## src/rtl/silu_pkg.sv

```systemverilog
// Shared widths and FP32->BF16 narrowing for the SiLU write-back path.
// SILU_PACK_RNE_EN selects round-to-nearest-even; otherwise lanes are truncated.
package silu_pkg;

    localparam int FP32_W = 32;
    localparam int BF16_W = 16;
    localparam int LANES  = 4;
    localparam logic [FP32_W-1:0] FP32_ONE = 32'h3F800000;

    function automatic logic [BF16_W-1:0] fp32_to_bf16(input logic [FP32_W-1:0] f);
`ifdef SILU_PACK_RNE_EN
        logic [FP32_W-1:0] r;
        if (f[30:23] == 8'hFF) begin
            // Inf passes through; any NaN payload becomes a quiet NaN
            fp32_to_bf16 = BF16_W'(f >> 16);
            if (f[22:0] != 23'd0) begin
                fp32_to_bf16[6] = 1'b1;
            end
        end else begin
            r = f + 32'h0000_7FFF + FP32_W'(f[16]);
            fp32_to_bf16 = BF16_W'(r >> 16);
        end
`else
        fp32_to_bf16 = BF16_W'(f >> 16);
`endif
    endfunction

endpackage

```

## src/rtl/silu_wb_fifo.sv

```systemverilog
// Show-ahead FIFO for packed words: head visible while not empty, zero when empty.
// A push when full is accepted only if a pop happens in the same cycle.
module silu_wb_fifo #(
    parameter int WIDTH = 129,
    parameter int DEPTH = 8,
    parameter int AW    = 3
) (
    input  logic             clk,
    input  logic             rst_n,
    input  logic             i_flush,
    input  logic             i_push,
    input  logic [WIDTH-1:0] i_push_dat,
    input  logic             i_pop,
    output logic [WIDTH-1:0] o_head_dat,
    output logic             o_full,
    output logic             o_empty
);

    localparam logic [AW:0] FULL_CNT = DEPTH[AW:0];

    logic [WIDTH-1:0] r_mem [DEPTH];
    logic [AW-1:0]    r_wr_ptr;
    logic [AW-1:0]    r_rd_ptr;
    logic [AW:0]      r_count;
    logic             w_do_push;
    logic             w_do_pop;

    assign o_full    = (r_count == FULL_CNT);
    assign o_empty   = (r_count == '0);
    assign w_do_pop  = i_pop & ~o_empty;
    assign w_do_push = i_push & (~o_full | i_pop);

    assign o_head_dat = o_empty ? '0 : r_mem[r_rd_ptr];

    always_ff @(posedge clk) begin
        if (w_do_push && !i_flush) begin
            r_mem[r_wr_ptr] <= i_push_dat;
        end
    end

    always_ff @(posedge clk or negedge rst_n) begin
        if (!rst_n) begin
            r_wr_ptr <= '0;
            r_rd_ptr <= '0;
            r_count  <= '0;
        end else if (i_flush) begin
            r_wr_ptr <= '0;
            r_rd_ptr <= '0;
            r_count  <= '0;
        end else begin
            if (w_do_push) begin
                r_wr_ptr <= r_wr_ptr + AW'(1);
            end
            if (w_do_pop) begin
                r_rd_ptr <= r_rd_ptr + AW'(1);
            end
            case ({w_do_push, w_do_pop})
                2'b10:   r_count <= r_count + (AW+1)'(1);
                2'b01:   r_count <= r_count - (AW+1)'(1);
                default: r_count <= r_count;
            endcase
        end
    end

endmodule

```

## src/rtl/silu_result_packer.sv

```systemverilog
// Packs pairs of 4-lane FP32 beats into 8xBF16 words behind a valid/ready FIFO.
// Word visible 1 cycle after its second beat; drops on full set sticky overflow (SILU_PACK_RNE_EN selects RNE).
module silu_result_packer
    import silu_pkg::*;
#(
    parameter int DATA_NUM   = 192,
    parameter int FIFO_DEPTH = 8,
    parameter int FIFO_AW    = 3
) (
    input  logic                    clk,
    input  logic                    rst_n,
    input  logic                    stage_start,
    input  logic                    in_tvalid,
    input  logic [LANES*FP32_W-1:0] in_tdata,
    output logic                    out_tvalid,
    input  logic                    out_tready,
    output logic [127:0]            out_tdata,
    output logic                    out_tlast,
    output logic                    batch_done,
    output logic                    overflow
);

    localparam int HALF_W = LANES * BF16_W;
    localparam int WORD_W = 2 * HALF_W;
    localparam int CNT_W  = $clog2(DATA_NUM);
    localparam logic [CNT_W-1:0] LAST_BEAT = CNT_W'(DATA_NUM - 1);

    logic              r_start_d;
    logic              r_phase;
    logic [HALF_W-1:0] r_half;
    logic [CNT_W-1:0]  r_beat_cnt;
    logic              r_overflow;
    logic              r_batch_done;

    logic              w_restart;
    logic              w_accept;
    logic              w_push;
    logic              w_pop;
    logic              w_drop;
    logic              w_full;
    logic              w_empty;
    logic [HALF_W-1:0] w_conv;
    logic [WORD_W:0]   w_push_dat;
    logic [WORD_W:0]   w_head_dat;

    always_comb begin
        w_conv = '0;
        for (int l = 0; l < LANES; l++) begin
            w_conv[l*BF16_W +: BF16_W] = fp32_to_bf16(in_tdata[l*FP32_W +: FP32_W]);
        end
    end

    // Beats in the restart cycle belong to no batch and are discarded
    assign w_restart  = stage_start & ~r_start_d;
    assign w_accept   = in_tvalid & stage_start & ~w_restart;
    assign w_push     = w_accept & r_phase;
    assign w_pop      = out_tvalid & out_tready;
    assign w_drop     = w_push & w_full & ~w_pop;
    assign w_push_dat = {(r_beat_cnt == LAST_BEAT), w_conv, r_half};

    silu_wb_fifo #(
        .WIDTH (WORD_W + 1),
        .DEPTH (FIFO_DEPTH),
        .AW    (FIFO_AW)
    ) u_fifo (
        .clk        (clk),
        .rst_n      (rst_n),
        .i_flush    (w_restart),
        .i_push     (w_push),
        .i_push_dat (w_push_dat),
        .i_pop      (w_pop),
        .o_head_dat (w_head_dat),
        .o_full     (w_full),
        .o_empty    (w_empty)
    );

    always_ff @(posedge clk or negedge rst_n) begin
        if (!rst_n) begin
            r_start_d    <= 1'b0;
            r_phase      <= 1'b0;
            r_half       <= '0;
            r_beat_cnt   <= '0;
            r_overflow   <= 1'b0;
            r_batch_done <= 1'b0;
        end else begin
            r_start_d    <= stage_start;
            r_batch_done <= w_pop & w_head_dat[WORD_W];
            if (w_restart) begin
                r_phase    <= 1'b0;
                r_half     <= '0;
                r_beat_cnt <= '0;
                r_overflow <= 1'b0;
            end else begin
                if (w_accept) begin
                    r_phase    <= ~r_phase;
                    r_beat_cnt <= (r_beat_cnt == LAST_BEAT) ? '0 : r_beat_cnt + CNT_W'(1);
                    if (!r_phase) begin
                        r_half <= w_conv;
                    end
                end
                if (w_drop) begin
                    r_overflow <= 1'b1;
                end
            end
        end
    end

    assign out_tvalid = ~w_empty;
    assign out_tdata  = w_head_dat[WORD_W-1:0];
    assign out_tlast  = w_head_dat[WORD_W];
    assign batch_done = r_batch_done;
    assign overflow   = r_overflow;

endmodule

```

## config.mk

```make
export PLATFORM = sky130hd
export DESIGN_NAME = silu_result_packer
export DESIGN_NICKNAME = d
export VERILOG_FILES = /design/src/rtl/silu_pkg.sv /design/src/rtl/silu_wb_fifo.sv /design/src/rtl/silu_result_packer.sv
export SDC_FILE = /design/constraint.sdc
export NUM_CORES = 1
export LEC_CHECK = 0
export ABC_AREA = 1
export CORE_AREA = 2 2 378 380
export CTS_CLUSTER_SIZE = 20
export DETAILED_ROUTE_END_ITERATION = 7
export DIE_AREA = 0 0 380 382
export RECOVER_POWER = 100
export SLEW_MARGIN = 10
export SYNTH_ARGS = -nofsm -noshare
export SYNTH_HDL_FRONTEND = slang
export SYNTH_SLANG_ARGS = --single-unit
```

## constraint.sdc

```tcl
create_clock -name clk -period 14.4 [get_ports clk]
set_input_delay 1.44 -clock clk [delete_from_list [all_inputs] [get_ports clk]]
set_output_delay 1.44 -clock clk [all_outputs]
set_load 0.01 [all_outputs]
```

* Yosys cells after proc, flatten, opt, wreduce, memory -nomap -nowiden
Memory sizes are Yosys's and may differ from the RTL's. Cells that the tools add are included. W data, S select, Z words.
Storage, ports and cells: bits in read-only memories 0, word-level logic and storage cells 65, RAM bits 1032, latch bits 0, memories 1, register bits after elaboration 86, output and inout bits 132
Memories:
- u_fifo.r_mem | depth 8, width 129, read ports 1, clocked after memory_dff 0, write ports 1, RTL line silu_wb_fifo.sv:21 | logic [WIDTH-1:0] r_mem [DEPTH];
Operators by class: $add $sub $neg 5, $mul 0, div/mod/pow operators 0, equality and inequality tests 5, shift-type cells 0, reductions and logical operators 9, magnitude comparators 0, bitwise logic cells 17, mux-type cells 19
Operators with widths (number):
- $mux W64 | 3
- $mux W129 | 1
- $mux W8 | 3
- $mux W3 | 4
- $and A1 B1 Y1 | 10
- $add A8 B1 Y8 const B | 1
- $eq A8 B8 Y1 const B | 1
- $pmux W4 S2 | 1
- $reduce_bool A2 Y1 | 4
- $add A3 B1 Y3 const B | 2
- $mux W1 | 6
- $not A1 Y1 | 6
- $add A4 B1 Y4 const B | 1
- $eq A4 B4 Y1 const B | 1
- $logic_not A4 Y1 | 1
- $mux W4 | 1
- $sub A4 B1 Y4 const B | 1
- $reduce_bool A3 Y1 | 1
- $eq A2 B1 Y1 const B | 1
- $eq A2 B2 Y1 const B | 1
- $ne A2 B1 Y1 const B | 1
- $reduce_and A2 Y1 | 1
- $logic_and A1 B1 Y1 | 1
- $logic_not A1 Y1 | 1
- $or A1 B1 Y1 | 1

* Longest topological paths before layout
Gate-level depths: netlist (run 1).
word-level depth 9, depth in mapped cells 14, mapped depth without buffers 14

* Cells and area by module
A second synthesis (run 1) with hierarchy kept.
Unflattened totals: cell total of the unflattened synthesis 3384, area total of the unflattened synthesis 43529.2 µm²
Modules (own cells, without submodules):
- silu_wb_fifo | times used 1, cells an instance 3022, area an instance 40392.5 µm²
- silu_result_packer | times used 1, cells an instance 362, area an instance 3136.8 µm²

* Worst setup path before layout (run 1)
OpenSTA, ideal clock, no wires.
path kind input to register, start point input port in_tvalid, end point memory u_fifo.r_mem[0][0] (enable), arrival 7442 ps, cell stages on the path 8, path buffers 0, library setup time 619 ps, data required time 13781 ps, slack 6339 ps, cells stage by stage nand2_1 > inv_1 > nand2_1 > nor2_1 > nand2_1 > inv_1 > nand2_1 > nor2_1
Between the ends: longest elaborated chain between the ends 7
RTL lines:
- start, declared | RTL line silu_result_packer.sv:13 | input logic in_tvalid,
- $and A1 B1 Y1 (2 in a row) | RTL line silu_result_packer.sv:55 | assign w_accept = in_tvalid & stage_start & ~w_restart;
- $and A1 B1 Y1 | RTL line silu_result_packer.sv:56 | assign w_push = w_accept & r_phase;
- $and A1 B1 Y1 | RTL line silu_wb_fifo.sv:31 | assign w_do_push = i_push & (~o_full | i_pop);
- $logic_and A1 B1 Y1 | RTL line silu_wb_fifo.sv:36 | if (w_do_push && !i_flush) begin
- $mux W1 | RTL line silu_wb_fifo.sv:36
- $mux W1 (implied by the code) | RTL line silu_wb_fifo.sv:37 | r_mem[r_wr_ptr] <= i_push_dat;
- end, declared | RTL line silu_wb_fifo.sv:21
No other way between the ends.

* Worst setup path after layout (run 1)
start point register u_fifo.r_rd_ptr[0], end point output port out_tdata[111]
Between the ends: longest elaborated chain between the ends 2
RTL lines:
- start, declared | RTL line silu_wb_fifo.sv:23 | logic [AW-1:0] r_rd_ptr;
- start signal, assigned | RTL line silu_wb_fifo.sv:55 | r_rd_ptr <= r_rd_ptr + AW'(1);
- $mem_v2 Z8 W129
- $mux W129 | RTL line silu_wb_fifo.sv:33 | assign o_head_dat = o_empty ? '0 : r_mem[r_rd_ptr];
- end, declared | RTL line silu_result_packer.sv:17 | output logic [127:0] out_tdata,
No other way between the ends.

==> results of run 1 <==
==> synth_stat cells <==
master	n	area, µm²
a22o_1	1	8.76
and2_1	1	6.26
or2_2	1	6.26
inv_1	97	364
xor2_1	4	35.0
o31ai_1	2	15.0
a211oi_1	1	7.51
nand2_1	311	1170
nand4_1	4	25.0
nand3b_1	1	7.51
buf_1	18	67.6
nand3_1	212	1060
buf_4	25	188
a21oi_1	5	25.0
ha_1	7	87.6
edfxtp_1	1032	31000
o22ai_1	1	6.26
o21ai_0	436	2180
inv_2	2	7.51
a31oi_1	1	6.26
nor2_1	1303	4890
o21ai_1	146	731
dfrtp_1	86	2150
clkbuf_1	119	447
buf_2	73	365
xnor2_1	2	17.5
==> placed cells by master, fill, tap and decap left out, drive strengths merged, types with 41 or more instances in the layout <==
cell type / instances
clkinv: 41
o21ai: 582
nand2: 311
clkbuf: 169
edfxtp: 1032
nor2: 1303
dfrtp: 86
nand3: 212
inv: 102
dlygate4sd3: 182
==> metal layers <==
layer / part of all wire / GRT usage / vias to the layer above / wire length, µm
met1: 0.45 / 0.215 / 13901 / 52000
met5: 0.00075 / 0 / - / 88
met2: 0.47 / 0.253 / 772 / 55200
li1: - / - / 13594 / -
met3: 0.053 / 0.0235 / 177 / 6230
met4: 0.027 / 0.0547 / 12 / 3150
==> cell type report <==
type                    instances  share of cell area
clock inverters                57              0.0118
clock buffers                 150              0.0583
well taps                    1890              0.0453
repair buffers                237              0.0437
inverters                      99             0.00741
diodes                          1           0.0000480
multi-input cells            2439               0.198
flip-flops and latches       1118               0.635
==> path summary, 6_finish.rpt <==
check / startpoint / end / slack [ns]
setup / recovery: u_fifo.r_rd_ptr[0] / out_tdata[111] / 4.41
hold / removal: r_beat_cnt[7] / r_beat_cnt[7] / 0.52
setup reg to reg: r_phase / u_fifo.r_mem[3][84] / 6.99
hold reg to reg: r_beat_cnt[7] / r_beat_cnt[7] / 0.52
max in group asynchronous: rst_n / r_half[38] / 8.41
min in group asynchronous: rst_n / r_half[57] / 1.47
==> per-stage QoR <==
stage / cells / cell area, µm² / setup slack, ns / power, µW
2_1_floorplan: 3891 / 44900 / 6.34 / 5710
3_3_place_gp: 5783 / 48600 / 8.06 / 7120
3_5_place_dp: 5783 / 48600 / 8.05 / 7140
4_1_cts: 5990 / 52300 / 7.27 / 10000
5_1_grt: 5990 / 52200 / 3.75 / 10400
6_report: 5991 / 52200 / 4.41 / 9820
==> logic make-up after synthesis <==
family                     synth area share
xor gates and xnor gates            0.00117
and+or+nand+nor                       0.160
adders and majority gates           0.00195
AOI/OAI and AO/OA                    0.0665
DFF                                   0.739
buffers and inverters                0.0321
==> where the power goes <==
| group | internal (µW) | switching, µW |
|---|---|---|
| Sequential | 3600 | 116 |
| Combinational | 1140 | 2090 |
| Clock | 1670 | 1220 |
| Total | 6400 | 3420 |
==> state kept, by name, indices dropped and copies added (netlist names) <==
name             flops
u_fifo.r_rd_ptr      3
r_beat_cnt           8
batch_done           1
u_fifo.r_wr_ptr      3
overflow             1
u_fifo.r_mem      1032
u_fifo.r_count       4
r_half              64
r_start_d            1
r_phase              1
==> worst reg2reg max path, cell delays in order (launching register included) <==
cell and delay [ns]:
dfrtp_1 0.46, inv_2 0.06, nor2_1 0.10, nand2_1 0.14
inv_1 0.15, nand2_1 0.21, nor2_4 0.12, clkbuf_1 1.78
clkbuf_1 2.80, buf_4 1.14
==> metrics.txt, run 1 <==
hold slack 0.517 ns; Cell variety after synth 26; Mapped Cells 3891; Multi-input gate area 0.0103 mm²; Routed WL per cell 19.5 µm; Root Buffer clkbuf_16; Routed Antenna Nets 0; final WL 117000 µm; Worst path max stage delay 3.31 ns; Starting Density 0.318; Sink Count 1118; clock skew 0.0299 ns; post_cts resized 0; WP depth 9; CTS Buf Count 110; Storage cell area 0.0331 mm²; Critical-path top delay cell clkbuf_1; Clk pin slew, worst setup/hold paths 0.07 ns; DR iter-0 viols 2344; Pleak 0.0184 µW; most used cell, CP nor2_1; outcome complete, but fails checks; syn_nets 4031; H-tree Lvls 3; post-DR vias/cell 4.75; number of detailed-route iterations in the first pass 5; Max Cap Viol 21; Hold Path Depth 2; max_slew headroom -3.71; post-synthesis cell area 0.0449 mm²; number of synthesized register bits 1118; Peak Freq 100 MHz; Final nets 4145; Crit. End Element primary output; WP buf/inv 3; period utilisation layout 0.694; port bufs 200; Crit Path Class reg -> out; Slew Viols, Final 1021; CP Data Required Time 12.96 ns; first-pass GRT wire length 173000 µm; syn avg cell area 11.5 µm²; share of cells above drive strength 1 0.0480; delay-heaviest family, CP buffers and inverters; crit path cell chain buf_12, clkbuf_1, nor2_1, nor2_1, o21ai_0, nand3_1, nand2_1, nor2_1, dlygate4sd3_1; Worst VDD drop 0.184 mV; Total GRT Usage 0.157; GPL Wtd Cong 0.751; Setup TNS 0 ns; # rows 138; DR vias 28456; CTS tree done; post-layout utilization of the core 0.370; clock latency on the worst-skew pair 0.71 ns; Die ar. 0.145 mm²; Area Overhead vs Synth 16.3%; Register-to-Register Path Depth 9; CP startpoint kind register; initial antenna violation count 16; clk buf depth 3; failing checks capacitance limit, slew limit; HPWL Detailed 57300 µm; Pwr Density 188 mW/mm²; height of the chip 382 µm; core area 0.141 mm²; post-synthesis sequential area ratio 0.739; hold crit path type reg -> reg; RSZ-0062 raised after global routing false; WP data arrival 8.55 ns; largest fanout on the critical path 230; vias in the first global route 27333; IO Pins 265; largest net degree at the start of global routing 270; fill count 13560; Congestion Overflow GR 0; Die X 380 µm; final hold vios 0; CTS Hold Buffers Added 0; Residual DRC 0; crit path time final 9.99 ns; Final setup viols 0; worst slew pin tran 7.06 ns; Post-CTS Setup Bufs 0; yosys warns 0
Power figures use the tool's default switching activity.
==> inputs of run 2 (changes only) <==
==> constraint.sdc (replaced) <==
create_clock -name clk -period 8.2 [get_ports clk]
set_input_delay 0.82 -clock clk [delete_from_list [all_inputs] [get_ports clk]]
set_output_delay 0.82 -clock clk [all_outputs]
set_load 0.01 [all_outputs]
==> run 2 against run 1 <==
  * The run still ends with capacitance limit, slew limit left
  * Clock power increased by 75%
  * Register-to-register slack got worse by 5.3 ns
  * Non-clock buffer count increased by 3
  * Combinational power increased by 75%
  * Flip-flop and latch count unchanged
  * Critical path depth decreased by 3
  * Global-route usage decreased by 0.19 points
  * Critical endpoint is now out_tdata[51]
  * Largest cell class unchanged
  * Largest power group unchanged
==> metrics.txt, run 2 (synthesis gave the netlist of run 1 again) <==
largest register by flop count u_fifo.r_mem; initial antenna violation count 21 (+5); Die X 380 µm (unchanged); Congestion Overflow GR 0 (unchanged); Peak Freq 144 MHz; Inst Count DP 5786 (+0.052%); Multi-input gate area 0.0103 mm² (-0.22%); hold crit path type reg -> reg; CTS tree done; post_cts resized 0 (unchanged); outcome complete, but fails checks; post-DR vias/cell 4.73 (-0.40%); Slew Viols, Final 1125 (+10%); clock latency on the worst-skew pair 0.69 ns (-0.02 ns); worst slew pin tran 4.10 ns (-2.97 ns); HPWL Detailed 60200 µm (+5.1%); WP data arrival 6.15 ns (-2.40 ns); # rows 138 (unchanged); DR iter-0 viols 2353 (+0.38%); Routed Antenna Nets 0 (unchanged); crit path time final 6.97 ns; hold slack 0.520 ns (+0.00362 ns); most frequent cells in the layout 1301 x nor2_1, 1032 x edfxtp_1, 436 x o21ai_0, 311 x nand2_1, 212 x nand3_1; GPL Wtd Cong 0.754 (+0.43%); H-tree Lvls 3 (unchanged); RSZ-0062 raised after global routing false; Residual DRC 0 (unchanged); most common library cell in the layout ignoring fill and taps nor2_1; IO Pins 265 (unchanged); final hold vios 0 (unchanged); Starting Density 0.318 (unchanged); CTS Hold Buffers Added 0 (unchanged); port bufs 200 (unchanged); Hold Path Depth 2 (unchanged); Sink Count 1118 (unchanged); Post-CTS Setup Bufs 0 (unchanged); fill count 13538 (-0.16%); first-pass GRT wire length 172000 µm (-0.62%); RR Endpoint u_fifo.r_count[2]; Pleak 0.0184 µW (about the same); clk buf depth 3 (unchanged); number of detailed-route iterations in the first pass 5 (unchanged); hold wc startpoint r_beat_cnt[7]; number of flip-flops in the largest register 1032 (unchanged); share of cells above drive strength 1 0.0505 (+0.00246); DR vias 28361 (-0.33%); Setup TNS 0 ns (unchanged); CP startpoint kind register; vias in the first global route 27145 (-0.69%); Total GRT Usage 0.155 (-0.00191); Clk pin slew, worst setup/hold paths 0.06 ns (about the same); Register-to-Register Path Depth 12 (+3); Design Power 17200 µW (+75%); CP Data Required Time 7.38 ns (-5.58 ns); failing checks capacitance limit, slew limit; Storage cell area 0.0332 mm² (about the same); Worst VDD drop 0.278 mV (+51%); height of the chip 382 µm (unchanged); largest net degree at the start of global routing 217 (-20%); core area 0.141 mm² (unchanged); largest fanout on the critical path 50 (-78%); Largest regs u_fifo.r_mem x1032, r_half x64, r_beat_cnt x8; clock skew 0.0291 ns (-0.000712 ns); CTS Buf Count 106 (-3.6%); Pwr Density 330 mW/mm² (+76%); final WL 115000 µm (-1.2%); max_slew headroom -1.73 (+1.98); Crit. End Element primary output; Setup WS post-layout 1.23 ns (-3.18 ns); Die ar. 0.145 mm² (unchanged); Final setup viols 0 (unchanged); Max Cap Viol 25 (+19%); DP Worst Slack 3.16 ns (-4.88 ns); period utilisation layout 0.850; Crit Path Class reg -> out; flop-to-flop setup slack 1.72 ns (-5.27 ns); Non-Filler Instances 5995 (+0.067%); Final nets 4144 (-0.024%); Root Buffer clkbuf_16; Routed WL per cell 19.2 µm (-1.2%); worst reg2reg startpoint u_fifo.r_count[1]; Area Overhead vs Synth 16.2% (about the same); Hold Crit Endpoint r_beat_cnt[7]
-- run 2: cell count changes in the layout (fill, tap and decap cells not counted), moves of 4 or more --
cell,before,now
o21ai_1,136,145
clkinv_2,20,27
o21ai_0,445,436
clkinv_1,15,8
diode_2,1,7
dlygate4sd3_1,182,191
clkbuf_1,46,39
clkinvlp_4,3,7
clkbuf_8,12,7
clkbuf_2,0,9
clkbuf_16,111,107
clkdlybuf4s50_1,17,8
bufinv_16,10,14
-- run 2: worst max path at each step --
stage	start	endpoint	slack (ns)	depth (start not counted)
floorplan	in_tvalid	u_fifo.r_mem[0][0]	0.76	8
CTS	u_fifo.r_rd_ptr[0]	out_tdata[53]	2.38	9
detailed placement	u_fifo.r_rd_ptr[0]	out_tdata[53]	3.16	9
finish	u_fifo.r_count[1]	out_tdata[51]	1.23	6
global route	u_fifo.r_count[1]	out_tdata[4]	1.09	6
global placement	u_fifo.r_rd_ptr[0]	out_tdata[53]	3.15	9
-- run 2: power by group --
| part | internal, µW | total, µW | switching (µW) |
|---|---|---|---|
| clock | 2930 | 5050 | 2130 |
| combinational | 1990 | 5650 | 3670 |
| sequential | 6320 | 6520 | 204 |
-- run 2: layer usage --
layer / GRT usage / up-vias / share of wire
li1: - / 13595 / -
met1: 0.211 / 13886 / 0.45
met2: 0.256 / 698 / 0.48
met3: 0.0206 / 166 / 0.050
met4: 0.0484 / 16 / 0.023
met5: 0 / - / 0.0010
-- run 2: worst max-delay path: stages, from the launching register on --
cell and delay, ns:
dfrtp_1 0.43, nor2_1 0.09, nand2_1 0.91, clkbuf_1 2.70, nand2_1 0.14, nor2_1 0.47
dlygate4sd3_1 0.68
-- run 2: stage by stage --
stage | utilization | area, µm²
2_1_floorplan | - | 44900
3_3_place_gp | 0.345 | 48700
3_5_place_dp | 0.345 | 48700
4_1_cts | 0.371 | 52300
5_1_grt | 0.370 | 52100
6_report | 0.370 | 52200
-- run 2: layout make-up --
| cell class | count | area share |
|---|---|---|
| Tap cell | 1890 | 0.0453 |
| Antenna cell | 7 | 0.000336 |
| Multi-Input combinational cell | 2439 | 0.198 |
| Sequential cell | 1118 | 0.636 |
| Clock inverter | 64 | 0.0148 |
| Clock buffer | 138 | 0.0549 |
| Timing Repair Buffer | 240 | 0.0438 |
| Inverter | 99 | 0.00744 |
